### src/rtl/uart_alu_pkg.sv
`default_nettype none
// ============================================================================
//  Module      : uart_alu_pkg
//  Description : Shared constants for the UART/ALU sequencer: frame layout,
//                frame opcodes, sequencer state encoding, ALU operator codes.
//  Revision    : 1.0 - initial release
// ============================================================================
package uart_alu_pkg;

    // Received frame layout: [9:8] opcode, [7:0] payload
    localparam int c_FRAME_W  = 10;
    localparam int c_OPC_MSB  = 9;
    localparam int c_OPC_LSB  = 8;
    localparam int c_PAY_MSB  = 7;
    localparam int c_PAY_LSB  = 0;
    localparam int c_PAY_W    = c_PAY_MSB - c_PAY_LSB + 1;

    // Frame opcodes
    localparam logic [1:0] OPC_CLR = 2'b00;
    localparam logic [1:0] OPC_A   = 2'b01;
    localparam logic [1:0] OPC_B   = 2'b10;
    localparam logic [1:0] OPC_OP  = 2'b11;

    // Sequencer states
    typedef enum logic [1:0] {
        ST_COLLECT = 2'd0,
        ST_EXEC    = 2'd1,
        ST_SEND    = 2'd2,
        ST_WAIT_TX = 2'd3
    } state_t;

    // ALU operator codes shared with the ALU
    localparam logic [5:0] c_ALU_ADD = 6'h20;
    localparam logic [5:0] c_ALU_SUB = 6'h22;
    localparam logic [5:0] c_ALU_AND = 6'h24;
    localparam logic [5:0] c_ALU_OR  = 6'h25;
    localparam logic [5:0] c_ALU_XOR = 6'h26;
    localparam logic [5:0] c_ALU_NOR = 6'h27;
    localparam logic [5:0] c_ALU_SRA = 6'h03;
    localparam logic [5:0] c_ALU_SRL = 6'h02;

    // Field extraction helpers
    function automatic logic [1:0] frame_opcode(input logic [c_FRAME_W-1:0] frame);
        return frame[c_OPC_MSB:c_OPC_LSB];
    endfunction

    function automatic logic [c_PAY_W-1:0] frame_payload(input logic [c_FRAME_W-1:0] frame);
        return frame[c_PAY_MSB:c_PAY_LSB];
    endfunction

endpackage
`default_nettype wire

### src/rtl/uart_alu_timeout.sv
`default_nettype none
// ============================================================================
//  Module      : uart_alu_timeout
//  Description : Idle counter. Counts while enabled, restarts on clear or when
//                disabled, pulses o_expired on the cycle the count reaches
//                TIMEOUT_CYCLES-1. TIMEOUT_CYCLES = 0 disables expiry.
//  Revision    : 1.0 - initial release
// ============================================================================
module uart_alu_timeout #(
    parameter int TIMEOUT_CYCLES = 50_000_000
) (
    input  logic i_clk,
    input  logic i_reset,
    input  logic i_clear,
    input  logic i_enable,
    output logic o_expired
);

    generate
        if (TIMEOUT_CYCLES == 0) begin : g_disabled
            assign o_expired = 1'b0;
        end else begin : g_counter
            localparam int c_CNT_W = (TIMEOUT_CYCLES > 1) ? $clog2(TIMEOUT_CYCLES) : 1;
            localparam logic [c_CNT_W-1:0] c_LAST = c_CNT_W'(TIMEOUT_CYCLES - 1);

            logic [c_CNT_W-1:0] r_count;
            logic               w_hit;

            // A clear in the same cycle as the terminal count suppresses expiry
            assign w_hit     = i_enable && !i_clear && (r_count == c_LAST);
            assign o_expired = w_hit;

            // Idle counter: restarts on clear, expiry or whenever counting is not enabled
            always_ff @(posedge i_clk) begin
                if (i_reset || i_clear || w_hit || !i_enable) begin
                    r_count <= '0;
                end else begin
                    r_count <= r_count + 1'b1;
                end
            end
        end
    endgenerate

endmodule
`default_nettype wire

### src/rtl/uart_alu_ctrl.sv
`default_nettype none
// ============================================================================
//  Module      : uart_alu_ctrl
//  Description : Sequencer between UART RX, ALU and UART TX. Collects operand
//                A, operand B and the operator from received frames, runs the
//                ALU for one cycle, and hands the result to the transmitter.
//                Optional feature macro: UART_ALU_CTRL_KEEP_OPERANDS_EN
//                (keep operand valid flags after transmission so a single new
//                field triggers a recompute).
//  Revision    : 1.0 - initial release
// ============================================================================
module uart_alu_ctrl
    import uart_alu_pkg::*;
#(
    parameter int NB_DATA        = 8,
    parameter int NB_OP          = 6,
    parameter int TIMEOUT_CYCLES = 50_000_000
) (
    input  logic               i_clk,
    input  logic               i_reset,
    input  logic               i_rx_done,
    input  logic [9:0]         i_rx_data,
    output logic [NB_DATA-1:0] o_alu_a,
    output logic [NB_DATA-1:0] o_alu_b,
    output logic [NB_OP-1:0]   o_alu_op,
    input  logic [NB_DATA-1:0] i_alu_result,
    output logic               o_tx_start,
    output logic [NB_DATA-1:0] o_tx_data,
    input  logic               i_tx_done,
    output logic               o_busy,
    output logic               o_dropped
);

    state_t             r_state;
    state_t             w_state_nxt;

    logic               r_va;
    logic               r_vb;
    logic               r_vop;
    logic               w_va_nxt;
    logic               w_vb_nxt;
    logic               w_vop_nxt;
    logic               w_all_nxt;

    logic [NB_DATA-1:0] r_alu_a;
    logic [NB_DATA-1:0] r_alu_b;
    logic [NB_OP-1:0]   r_alu_op;
    logic [NB_DATA-1:0] r_tx_data;
    logic               r_dropped;

    logic               w_collect;
    logic               w_rx_take;
    logic [1:0]         w_opc;
    logic [c_PAY_W-1:0] w_payload;
    logic               w_tmo_enable;
    logic               w_tmo_expired;
    logic               w_tx_start;
    logic               w_busy;

    assign w_opc     = frame_opcode(i_rx_data);
    assign w_payload = frame_payload(i_rx_data);
    assign w_collect = (r_state == ST_COLLECT);
    // Frames are only accepted while collecting; anything else is dropped
    assign w_rx_take = i_rx_done && w_collect;

    // Idle timer runs only while an operand set is partially filled
    assign w_tmo_enable = w_collect && (r_va || r_vb || r_vop) && !(r_va && r_vb && r_vop);

    uart_alu_timeout #(
        .TIMEOUT_CYCLES (TIMEOUT_CYCLES)
    ) u_timeout (
        .i_clk     (i_clk),
        .i_reset   (i_reset),
        .i_clear   (i_rx_done),
        .i_enable  (w_tmo_enable),
        .o_expired (w_tmo_expired)
    );

    // Next valid-flag values: received frame beats timeout, timeout beats hold
    always_comb begin
        w_va_nxt  = r_va;
        w_vb_nxt  = r_vb;
        w_vop_nxt = r_vop;
        if (w_rx_take) begin
            case (w_opc)
                OPC_CLR: begin
                    w_va_nxt  = 1'b0;
                    w_vb_nxt  = 1'b0;
                    w_vop_nxt = 1'b0;
                end
                OPC_A:   w_va_nxt  = 1'b1;
                OPC_B:   w_vb_nxt  = 1'b1;
                OPC_OP:  w_vop_nxt = 1'b1;
            endcase
        end else if (w_collect && w_tmo_expired) begin
            w_va_nxt  = 1'b0;
            w_vb_nxt  = 1'b0;
            w_vop_nxt = 1'b0;
`ifndef UART_ALU_CTRL_KEEP_OPERANDS_EN
        end else if ((r_state == ST_WAIT_TX) && i_tx_done) begin
            w_va_nxt  = 1'b0;
            w_vb_nxt  = 1'b0;
            w_vop_nxt = 1'b0;
`endif
        end
    end

    assign w_all_nxt = w_va_nxt && w_vb_nxt && w_vop_nxt;

    // Valid-flag registers
    always_ff @(posedge i_clk) begin
        if (i_reset) begin
            r_va  <= 1'b0;
            r_vb  <= 1'b0;
            r_vop <= 1'b0;
        end else begin
            r_va  <= w_va_nxt;
            r_vb  <= w_vb_nxt;
            r_vop <= w_vop_nxt;
        end
    end

    // Operand/operator field registers, loaded from accepted frames
    always_ff @(posedge i_clk) begin
        if (i_reset) begin
            r_alu_a  <= '0;
            r_alu_b  <= '0;
            r_alu_op <= '0;
        end else if (w_rx_take) begin
            case (w_opc)
                OPC_A:   r_alu_a  <= NB_DATA'(w_payload);
                OPC_B:   r_alu_b  <= NB_DATA'(w_payload);
                OPC_OP:  r_alu_op <= w_payload[NB_OP-1:0];
                default: ;
            endcase
        end
    end

    // State register
    always_ff @(posedge i_clk) begin
        if (i_reset) begin
            r_state <= ST_COLLECT;
        end else begin
            r_state <= w_state_nxt;
        end
    end

    // Next-state and state-decoded outputs
    always_comb begin
        w_state_nxt = r_state;
        w_tx_start  = 1'b0;
        w_busy      = 1'b1;
        case (r_state)
            ST_COLLECT: begin
                w_busy = 1'b0;
                // Enter EXEC on the same edge that completes the set
                if (w_rx_take && w_all_nxt) begin
                    w_state_nxt = ST_EXEC;
                end
            end
            ST_EXEC: begin
                w_state_nxt = ST_SEND;
            end
            ST_SEND: begin
                w_tx_start  = 1'b1;
                w_state_nxt = ST_WAIT_TX;
            end
            ST_WAIT_TX: begin
                if (i_tx_done) begin
                    w_state_nxt = ST_COLLECT;
                end
            end
            default: begin
                w_state_nxt = ST_COLLECT;
            end
        endcase
    end

    // Result capture at the end of the EXEC cycle; held until the next EXEC
    always_ff @(posedge i_clk) begin
        if (i_reset) begin
            r_tx_data <= '0;
        end else if (r_state == ST_EXEC) begin
            r_tx_data <= i_alu_result;
        end
    end

    // Drop indication one cycle after a frame arrives while busy
    always_ff @(posedge i_clk) begin
        if (i_reset) begin
            r_dropped <= 1'b0;
        end else begin
            r_dropped <= i_rx_done && !w_collect;
        end
    end

    assign o_alu_a    = r_alu_a;
    assign o_alu_b    = r_alu_b;
    assign o_alu_op   = r_alu_op;
    assign o_tx_data  = r_tx_data;
    assign o_tx_start = w_tx_start;
    assign o_busy     = w_busy;
    assign o_dropped  = r_dropped;

endmodule
`default_nettype wire

### config.mk
export PLATFORM = sky130hd
export DESIGN_NAME = uart_alu_ctrl
export DESIGN_NICKNAME = d
export VERILOG_FILES = /design/src/rtl/uart_alu_pkg.sv /design/src/rtl/uart_alu_timeout.sv /design/src/rtl/uart_alu_ctrl.sv
export SDC_FILE = /design/constraint.sdc
export NUM_CORES = 1
export LEC_CHECK = 0
export CORE_MARGIN = 2
export CORE_UTILIZATION = 40
export CTS_CLUSTER_DIAMETER = 30
export DETAILED_ROUTE_END_ITERATION = 8
export DONT_BUFFER_PORTS = 1
export GPL_TIMING_DRIVEN = 0
export PLACE_DENSITY = 0.58
export SKIP_LAST_GASP = 1
export SYNTH_ARGS = -nofsm -noshare
export SYNTH_HDL_FRONTEND = slang
export SYNTH_HIERARCHICAL = 1
export SYNTH_SLANG_ARGS = --single-unit
### constraint.sdc
create_clock -name i_clk -period 1.9 [get_ports i_clk]
set_input_delay 0 -clock i_clk [delete_from_list [all_inputs] [get_ports i_clk]]
set_output_delay 0 -clock i_clk [all_outputs]
set_load 0.005 [all_outputs]
==> results of run 1 <==
==> kinds of logic (layout without fill, tap and decap cells) <==
group,count (synthesis),after routing
adders and majority gates,9,9
muxes,10,10
AOI/OAI and AO/OA,56,56
and+or+nand+nor,150,150
xor gates and xnor gates,14,14
buffers and inverters,29,78
DFF,62,62
==> worst max-delay path, cell delays in order (launching register included) <==
cell	delay [ns]
sky130_fd_sc_hd__dfxtp_4	0.36
sky130_fd_sc_hd__buf_4	0.11
sky130_fd_sc_hd__buf_4	0.10
sky130_fd_sc_hd__nand4_4	0.12
sky130_fd_sc_hd__or4_4	0.54
sky130_fd_sc_hd__buf_6	0.15
sky130_fd_sc_hd__or4_1	0.41
sky130_fd_sc_hd__a21oi_2	0.13
==> state kept, by name, summed over array words and instances, names as in the netlist, 2 cells and up <==
| register | cells |
|---|---|
| u_timeout/g_counter.r_count | 26 |
| r_state | 2 |
| o_alu_op | 6 |
| o_alu_a | 8 |
| o_tx_data | 8 |
| o_alu_b | 8 |
==> repair_timing <==
item / 4_1_cts / 5_1_grt
setup buffers: 5 / 7
gates cloned: 0 / 0
setup endpoints to repair: 30 / 27
pin swaps: 10 / 10
hold buffers: 21 / 0
gates resized for setup: 31 / 12
endpoints found under the hold margin: 37 / 0
==> cell type report <==
class / instances / area [sq um]
Buffer: 16 / 92.6
Fill cell: 648 / 3200
Tap cell: 80 / 100
Timing Repair Buffer: 33 / 300
Clock buffer: 10 / 128
Sequential cell: 62 / 1260
Inverter: 13 / 48.8
Clock inverter: 6 / 38.8
Multi-Input combinational cell: 239 / 1580
==> per-stage QoR <==
step                std cells  setup slack, ns  TNS, ns
floorplan                 330          0.00307        0
global placement          410           -0.278    -5.77
detailed placement        410           -0.288    -5.75
CTS                       452          -0.0402  -0.0738
global route              459           -0.222    -2.86
finish                    459          -0.0824   -0.206
==> cell usage in the layout (no fill, tap or decap), types with 10 or more instances in the layout <==
cell type,instances
sky130_fd_sc_hd__dfxtp_2,10
sky130_fd_sc_hd__dlygate4sd3_1,21
sky130_fd_sc_hd__buf_4,14
sky130_fd_sc_hd__a21oi_1,33
sky130_fd_sc_hd__nand3_1,28
sky130_fd_sc_hd__inv_1,11
sky130_fd_sc_hd__dfxtp_1,50
sky130_fd_sc_hd__xnor2_1,11
sky130_fd_sc_hd__mux2i_1,10
sky130_fd_sc_hd__clkbuf_8,10
sky130_fd_sc_hd__nand2_1,38
sky130_fd_sc_hd__nor2_1,35
==> layer usage <==
metal,vias to the layer above,wire length [microns],global-route usage
met5,-,0,0
met4,0,55,0.0573
met3,4,462,0.0616
met2,81,3240,0.302
met1,1170,3050,0.241
li1,1242,-,-
==> power breakdown <==
part           internal [mW]  switching [mW]  leakage [nW]
registers               1.32          0.0192         0.508
logic                 0.0787          0.0926         0.651
clock network          0.468           0.527        0.0820
total                   1.87           0.639          1.24
==> how the worst max path moves through the flow <==
stage / to / slack (ns) / startpoint
final: u_timeout/g_counter.r_count[23] / -0.08 / u_timeout/g_counter.r_count[11]
after global routing: r_state[0] / -0.22 / u_timeout/g_counter.r_count[8]
after CTS: r_state[0] / -0.04 / u_timeout/g_counter.r_count[11]
after detailed placement: u_timeout/g_counter.r_count[21] / -0.29 / r_state[0]
after global placement: u_timeout/g_counter.r_count[21] / -0.28 / r_state[0]
after floorplan: r_state[1] / 0.003 / u_timeout/g_counter.r_count[8]
==> impl_table.tex, run 1 <==
\begin{tabular}{lr}
\hline
Metric & Value \\
\hline
\multicolumn{2}{l}{\textbf{Timing}} \\
\quad Number of setup violations in the final report & 6 \\
\quad Clock skew & 0.00509 ns \\
\quad Setup repair after global routing missed its margin & yes \\
\quad Minimum period implied by the final worst setup slack & 1.98 ns \\
\quad Smallest hold slack & 0.0785 ns \\
\quad Worst slew slack as a fraction of its limit & 0.633 \\
\quad Timing-limited maximum frequency & approximately 500 MHz \\
\quad Max Slew Vio Count & 0 \\
\quad Tcrit/Tclk final & 1.04 \\
\quad Pin slew with the least headroom to its limit & 0.547 ns \\
\quad Count of final hold-check violations & 0 \\
\quad Final setup slack of the worst path & -0.0824 ns \\
\multicolumn{2}{l}{\textbf{Worst setup path}} \\
\quad Data required, critical path & 2.16 ns \\
\quad Beginning of the worst register-to-register path & u\_timeout/g\_counter.r\_count[11] \\
\quad Length in cells of the worst reg-to-reg path & 7 \\
\quad Critical Path AT & 2.25 ns \\
\quad Worst reg2reg endpoint & u\_timeout/g\_counter.r\_count[23] \\
\quad Startpoint class of the critical path & flip-flop \\
\quad Classification of the worst setup path & flip-flop to flip-flop \\
\quad Flop-to-flop setup slack & -0.08 ns \\
\quad Kind of end point of the critical path & flip-flop \\
\quad Maximum fanout count along the critical path & 7 \\
\multicolumn{2}{l}{\textbf{Outcome}} \\
\quad Outcome & complete, but fails checks \\
\quad Violations in the final reports & setup timing \\
\multicolumn{2}{l}{\textbf{Synth}} \\
\quad Warnings from Yosys & 6 \\
\quad Syn Area/Cell & 8.44 sq um \\
\quad Proportion of synthesized area in mux cells & 0.0360 \\
\quad Count of unique library cells instantiated by Yosys & 43 \\
\quad Number of nets in the synthesized netlist & 361 \\
\quad XOR/XNOR Fraction of Synth Area & 0.0440 \\
\quad Number of instances in the synthesized netlist & 330 \\
\quad Summed instance area of the synthesized netlist & 2780 sq um \\
\quad Dominant combinational cell family by area after synthesis & simple AND/OR/NAND/NOR gates \\
\quad Synth Area in Simple Gates & 0.271 \\
\quad Most common flop cell mapped by yosys & sky130\_fd\_sc\_hd\_\_dfxtp\_1 \\
\quad Number of flip-flops and latches in the synthesized netlist & 62 \\
\quad Count leader, synth & sky130\_fd\_sc\_hd\_\_dfxtp\_1 \\
\quad Top cells by count, synth & sky130\_fd\_sc\_hd\_\_dfxtp\_1, sky130\_fd\_sc\_hd\_\_nand2\_1, sky130\_fd\_sc\_hd\_\_a21oi\_1, sky130\_fd\_sc\_hd\_\_nor2\_1, sky130\_fd\_sc\_hd\_\_nand3\_1 \\
\quad Proportion of netlist area held by the largest area contributor & 0.446 \\
\quad Biggest area contributors in the synthesized netlist & sky130\_fd\_sc\_hd\_\_dfxtp\_1, sky130\_fd\_sc\_hd\_\_a21oi\_1, sky130\_fd\_sc\_hd\_\_nand3\_1, sky130\_fd\_sc\_hd\_\_nand2\_1, sky130\_fd\_sc\_hd\_\_nor2\_1 \\
\quad Synthesized-area fraction occupied by ao, oa, aoi and oai cells & 0.120 \\
\quad Share of async-settable or async-resettable flops after synthesis & 0 \\
\quad Register area share after synthesis & 0.446 \\
\quad Adder and majority gate portion of the synthesized area & 0.0404 \\
\quad Number of synthesized flops with an enable pin & 0 \\
\quad Largest area contributor in the synthesized netlist & sky130\_fd\_sc\_hd\_\_dfxtp\_1 \\
\multicolumn{2}{l}{\textbf{Clock network}} \\
\quad Longest Clk Path Bufs & 2 \\
\quad CTS tree & done \\
\quad Clk root buf & sky130\_fd\_sc\_hd\_\_clkbuf\_8 \\
\quad Clock latency reported for the late side of the worst-skew pair & 0.33 ns \\
\quad Clk slew on worst S/H paths & 0.07 ns \\
\quad Clock sink count & 62 \\
\quad Number of clock buffers inserted by TritonCTS & 9 \\
\quad H-Tree Level Count & 3 \\
\multicolumn{2}{l}{\textbf{Min path}} \\
\quad Hold wc startpoint & i\_rx\_data[9] \\
\quad Worst min path class & input pin to flip-flop \\
\quad WHS Path Cells & 4 \\
\quad Endpoint of the worst hold path & r\_state[1] \\
\multicolumn{2}{l}{\textbf{Floorplan}} \\
\quad Row Count & 30 \\
\quad Overall die height & 87.4 microns \\
\quad Floorplan die area & 7640 sq um \\
\quad Core area & 6760 sq um \\
\quad Horizontal die dimension & a little under 90 microns \\
\quad Count of pins on the block boundary & 55 \\
\quad Effective utilization at floorplan & 0.412 \\
\multicolumn{2}{l}{\textbf{Placed design}} \\
\quad GP Congestion & 0.774 \\
\quad Input/output buffers & 0 \\
\quad DPL Wire Length & around 4500 microns \\
\quad Placed cell areas & approximately 2900 sq um \\
\multicolumn{2}{l}{\textbf{Finish}} \\
\quad Layout net count & just over 400 \\
\quad Final Instance Area & 3550 sq um \\
\quad Antenna diode count & 0 \\
\quad Synthesis-to-finish area growth & 27.6\% \\
\quad Share of final-layout standard cells stronger than drive strength 1 & 0.208 \\
\quad Final Util & 0.526 \\
\multicolumn{2}{l}{\textbf{Global routing}} \\
\quad Number of antenna violations at the first check in global routing & 0 \\
\quad Overall global routing resource usage & 0.188 \\
\quad Pin count of the biggest net entering global routing & 12 \\
\quad Congestion Overflow GR & 0 \\
\quad Vias in the first global route & 2,428 \\
\quad First-pass GRT wire length & 11,400 microns \\
\multicolumn{2}{l}{\textbf{Drt}} \\
\quad Iteration count of the initial detailed-routing pass & 4 \\
\quad Routed WL per cell & $\sim$15 microns \\
\quad Initial DRC count & 128 \\
\quad DR DRC count & 0 \\
\quad Vias post-DR & 2,497 \\
\quad Routed wire length & 6810 microns \\
\quad Antenna-violating nets left & 0 \\
\quad Per-cell via count in the routed design & $\sim$5.4 \\
\multicolumn{2}{l}{\textbf{Power and ir drop}} \\
\quad Max rail drop VDD & 0.543 mV \\
\quad Power per unit of standard cell area & 705 nW/um\^{}2 \\
\quad Static leakage & between 1 and 1.5 nW \\
\quad Overall Power & 2.50 mW \\
\multicolumn{2}{l}{\textbf{Flow run}} \\
\quad Max Cap Violations & 0 \\
\hline
\end{tabular}
Note: power is estimated with default switching activity, not from simulation.
==> run 2: changes to the inputs <==
--- a/config.mk
+++ b/config.mk
@@ -5,9 +5,11 @@
 export SDC_FILE = /design/constraint.sdc
 export NUM_CORES = 1
 export LEC_CHECK = 0
+export ABC_AREA = 1
 export CORE_MARGIN = 2
 export CORE_UTILIZATION = 40
 export CTS_CLUSTER_DIAMETER = 30
+export CTS_CLUSTER_SIZE = 25
 export DETAILED_ROUTE_END_ITERATION = 8
 export DONT_BUFFER_PORTS = 1
 export GPL_TIMING_DRIVEN = 0
==> impl_table.tex, run 2 <==
\begin{tabular}{lr}
\hline
Metric & Value \\
\hline
\multicolumn{2}{l}{\textbf{Outcome}} \\
\quad Outcome & finished, final reports clean \\
\multicolumn{2}{l}{\textbf{Synth}} \\
\quad Number of flip-flops and latches in the synthesized netlist & 62 (unchanged) \\
\quad Biggest area contributors in the synthesized netlist & sky130\_fd\_sc\_hd\_\_dfxtp\_1, sky130\_fd\_sc\_hd\_\_nand2\_1, sky130\_fd\_sc\_hd\_\_nor2\_1, sky130\_fd\_sc\_hd\_\_nand3\_1, sky130\_fd\_sc\_hd\_\_a21oi\_1 \\
\quad Number of instances in the synthesized netlist & 426 (+29\%) \\
\quad Number of nets in the synthesized netlist & 457 (+27\%) \\
\quad Count of unique library cells instantiated by Yosys & 33 (-23\%) \\
\quad Top cells by count, synth & sky130\_fd\_sc\_hd\_\_nand2\_1, sky130\_fd\_sc\_hd\_\_dfxtp\_1, sky130\_fd\_sc\_hd\_\_nor2\_1, sky130\_fd\_sc\_hd\_\_nand3\_1, sky130\_fd\_sc\_hd\_\_inv\_1 \\
\quad Largest area contributor in the synthesized netlist & sky130\_fd\_sc\_hd\_\_dfxtp\_1 \\
\quad Count leader, synth & sky130\_fd\_sc\_hd\_\_nand2\_1 \\
\quad Most common flop cell mapped by yosys & sky130\_fd\_sc\_hd\_\_dfxtp\_1 \\
\quad Proportion of netlist area held by the largest area contributor & 0.404 (-0.0416) \\
\quad Share of async-settable or async-resettable flops after synthesis & 0 (unchanged) \\
\quad Syn Area/Cell & 7.21 sq um (-15\%) \\
\quad Register area share after synthesis & 0.404 (-0.0416) \\
\quad Summed instance area of the synthesized netlist & 3070 sq um (+10\%) \\
\quad Warnings from Yosys & 6 (unchanged) \\
\quad Number of synthesized flops with an enable pin & 0 (unchanged) \\
\multicolumn{2}{l}{\textbf{Timing}} \\
\quad Pin slew with the least headroom to its limit & 0.511 ns (-0.0358 ns) \\
\quad Worst slew slack as a fraction of its limit & 0.659 (+0.0267) \\
\quad Max Slew Vio Count & 0 (unchanged) \\
\quad Number of setup violations in the final report & 0 (-6) \\
\quad Minimum period implied by the final worst setup slack & 1.74 ns (-0.238 ns) \\
\quad Clock skew & 0.0107 ns (+0.00563 ns) \\
\quad Timing-limited maximum frequency & 573 MHz (+14\%) \\
\quad Final-layout setup total negative slack & 0 ns (+0.206 ns) \\
\quad Final setup slack of the worst path & 0.156 ns (+0.238 ns) \\
\quad Tcrit/Tclk final & 0.918 (-0.125) \\
\quad Smallest hold slack & 0.0711 ns (-0.00746 ns) \\
\quad Count of final hold-check violations & 0 (unchanged) \\
\multicolumn{2}{l}{\textbf{Finish}} \\
\quad Layout net count & 493 (+22\%) \\
\quad Antenna diode count & 0 (unchanged) \\
\quad Share of final-layout standard cells stronger than drive strength 1 & 0.167 (-0.0414) \\
\quad Final Instance Area & 3690 sq um (+4.0\%) \\
\quad Final instance count without filler cells & 566 (+23\%) \\
\quad Register name with the most flops & u\_timeout/g\_counter.r\_count \\
\quad Commonest non-fill, non-tap cell in the layout & sky130\_fd\_sc\_hd\_\_nand2\_1 \\
\quad Synthesis-to-finish area growth & 20.3\% \\
\quad Most frequent cells in the layout & sky130\_fd\_sc\_hd\_\_nand2\_1, sky130\_fd\_sc\_hd\_\_dfxtp\_1, sky130\_fd\_sc\_hd\_\_nor2\_1 \\
\quad Number of flip-flops under the largest register name & 26 (unchanged) \\
\multicolumn{2}{l}{\textbf{Placed design}} \\
\quad Input/output buffers & 0 (unchanged) \\
\quad Worst slack, placed & -0.116 ns (+0.172 ns) \\
\quad Placed Instances & 525 (+28\%) \\
\quad DPL Wire Length & 5100 microns (+14\%) \\
\quad Placed cell areas & 3190 sq um (+9.8\%) \\
\quad GP Congestion & 0.845 (+9.1\%) \\
\multicolumn{2}{l}{\textbf{Worst setup path}} \\
\quad Critical Path AT & 1.98 ns (-0.27 ns) \\
\quad Classification of the worst setup path & flip-flop to flip-flop \\
\quad Stage delay of the slowest cell on the critical path & 0.38 ns (-0.16 ns) \\
\quad Beginning of the worst register-to-register path & u\_timeout/g\_counter.r\_count[0] \\
\quad Worst reg2reg endpoint & r\_state[0] \\
\quad Kind of end point of the critical path & flip-flop \\
\quad Startpoint class of the critical path & flip-flop \\
\quad Highest-delay cell along the critical path & sky130\_fd\_sc\_hd\_\_dfxtp\_4 \\
\quad Flop-to-flop setup slack & 0.16 ns (+0.24 ns) \\
\quad Maximum fanout count along the critical path & 5 (-2) \\
\quad Data required, critical path & 2.14 ns (-0.02 ns) \\
\quad Cell breakdown of the critical path & ha\_4 > nand3\_4 > inv\_4 > nand2\_2 > nor2\_4 > nand2\_4 > nor2\_4 > o21ai\_2 > nand2\_1 > nand2\_1 > nand3\_1 > nand2\_2 > a21oi\_1 > nor2\_1 \\
\quad Length in cells of the worst reg-to-reg path & 14 (+7) \\
\multicolumn{2}{l}{\textbf{Floorplan}} \\
\quad Horizontal die dimension & 91.6 microns (+4.8\%) \\
\quad Row Count & 31 (+3.3\%) \\
\quad Count of pins on the block boundary & 55 (unchanged) \\
\quad Effective utilization at floorplan & 0.419 (+0.00681) \\
\quad Core area & 7330 sq um (+8.5\%) \\
\quad Floorplan die area & 8390 sq um (+9.8\%) \\
\quad Overall die height & 91.6 microns (+4.8\%) \\
\multicolumn{2}{l}{\textbf{Clock network}} \\
\quad Clk root buf & sky130\_fd\_sc\_hd\_\_clkbuf\_8 \\
\quad CTS tree & done \\
\quad Longest Clk Path Bufs & 2 (unchanged) \\
\quad Clk slew on worst S/H paths & 0.08 ns (about the same) \\
\quad Clock latency reported for the late side of the worst-skew pair & 0.34 ns (about the same) \\
\quad Clock sink count & 62 (unchanged) \\
\quad H-Tree Level Count & 3 (unchanged) \\
\quad Number of clock buffers inserted by TritonCTS & 9 (unchanged) \\
\multicolumn{2}{l}{\textbf{Global routing}} \\
\quad Congestion Overflow GR & 0 (unchanged) \\
\quad First-pass GRT wire length & 12,300 microns (+7.8\%) \\
\quad Vias in the first global route & 2,707 (+11\%) \\
\quad Pin count of the biggest net entering global routing & 13 (+1) \\
\quad Number of antenna violations at the first check in global routing & 0 (unchanged) \\
\quad Overall global routing resource usage & 0.180 (-0.00816) \\
\multicolumn{2}{l}{\textbf{Drt}} \\
\quad Initial DRC count & 91 (-29\%) \\
\quad Per-cell via count in the routed design & 4.83 (-11\%) \\
\quad Routed wire length & 7170 microns (+5.3\%) \\
\quad Iteration count of the initial detailed-routing pass & 5 (+1) \\
\quad Vias post-DR & 2,735 (+9.5\%) \\
\quad Antenna-violating nets left & 0 (unchanged) \\
\quad Routed WL per cell & 12.7 microns (-15\%) \\
\quad DR DRC count & 0 (unchanged) \\
\multicolumn{2}{l}{\textbf{Flow run}} \\
\quad Max Cap Violations & 0 (unchanged) \\
\multicolumn{2}{l}{\textbf{Min path}} \\
\quad Hold wc startpoint & i\_reset \\
\quad WHS Path Cells & 2 (-2) \\
\quad Worst min path class & input pin to flip-flop \\
\quad Endpoint of the worst hold path & o\_alu\_op[3] \\
\multicolumn{2}{l}{\textbf{Power and ir drop}} \\
\quad Power per unit of standard cell area & 913 nW/um\^{}2 (+30\%) \\
\quad Static leakage & 1.24 nW (+0.27\%) \\
\quad Max rail drop VDD & 0.515 mV (-5.1\%) \\
\hline
\end{tabular}
[run 2: cell types whose count changed after synthesis, sizes merged, moves of 9 or more]
cell / before / now
nor2: 36 / 78
nand2: 39 / 118
nand3: 29 / 38
inv: 13 / 35
nand4: 10 / 1
mux2i: 10 / 0
[run 2: worst max path at each step]
stage,cells after the start,end,slack (ns),startpoint
3_3_place_gp,14,r_state[0],-0.08,u_timeout/g_counter.r_count[0]
2_1_floorplan,14,r_state[0],0.12,u_timeout/g_counter.r_count[0]
4_1_cts,14,r_state[0],0.006,r_state[0]
3_5_place_dp,14,r_state[1],-0.12,u_timeout/g_counter.r_count[0]
5_1_grt,15,r_state[1],-0.03,u_timeout/g_counter.r_count[0]
6_report,14,r_state[0],0.16,u_timeout/g_counter.r_count[0]
[run 2: cells by family (layout without fill, tap and decap cells)]
group                      count (synthesis)  in the layout  synth area share
and+or+nand+nor                          243            243             0.361
xor gates and xnor gates                   7              7            0.0200
adders and majority gates                  9              9            0.0367
DFF                                       62             62             0.404
buffers and inverters                     47             88            0.0721
AOI/OAI and AO/OA                         58             58             0.106
[run 2: routing by layer]
| layer | track usage | part of all wire | vias up |
|---|---|---|---|
| met3 | 0.0501 | 0.061 | 5 |
| met2 | 0.298 | 0.47 | 71 |
| met4 | 0.0631 | 0.011 | 0 |
| met5 | 0 | 0 | - |
| li1 | - | - | 1431 |
| met1 | 0.225 | 0.46 | 1228 |
[run 2: power by group]
group	leakage [nW]	internal [mW]	switching, mW
clock	0.103	0.648	0.550
sequential	0.504	1.42	0.0965
combinational	0.637	0.252	0.404
[run 2: layout make-up]
type | count | area (sq um)
clock inverter | 6 | 68.8
sequential | 62 | 1250
inverter | 37 | 146
multi-input combinational | 317 | 1650
tap | 99 | 124
clock buffer | 10 | 138
timing repair buffer | 25 | 240
fill | 720 | 3640
buffer | 10 | 76.3
[run 2: repair_timing]
item,CTS,global route
setup buffers,0,4
pin swaps,1,3
hold buffers,21,0
resized for setup,4,14
hold endpoints to repair,42,0
endpoints found under the setup margin,2,11
[run 2: critical path: cells and delay by family (launching register included)]
family          cells  cell delay (ns)
fa+ha+maj           1             0.15
flops               1             0.38
simple gates       10             0.81
buf+inv             1             0.11
compound gates      2             0.20
[run 2: metrics by stage]
step                total power [mW]  utilization
floorplan                       1.98            -
global route                    3.58        0.504
finish                          3.37        0.504
global placement                2.10        0.436
detailed placement              2.11        0.436
CTS                             3.36        0.495
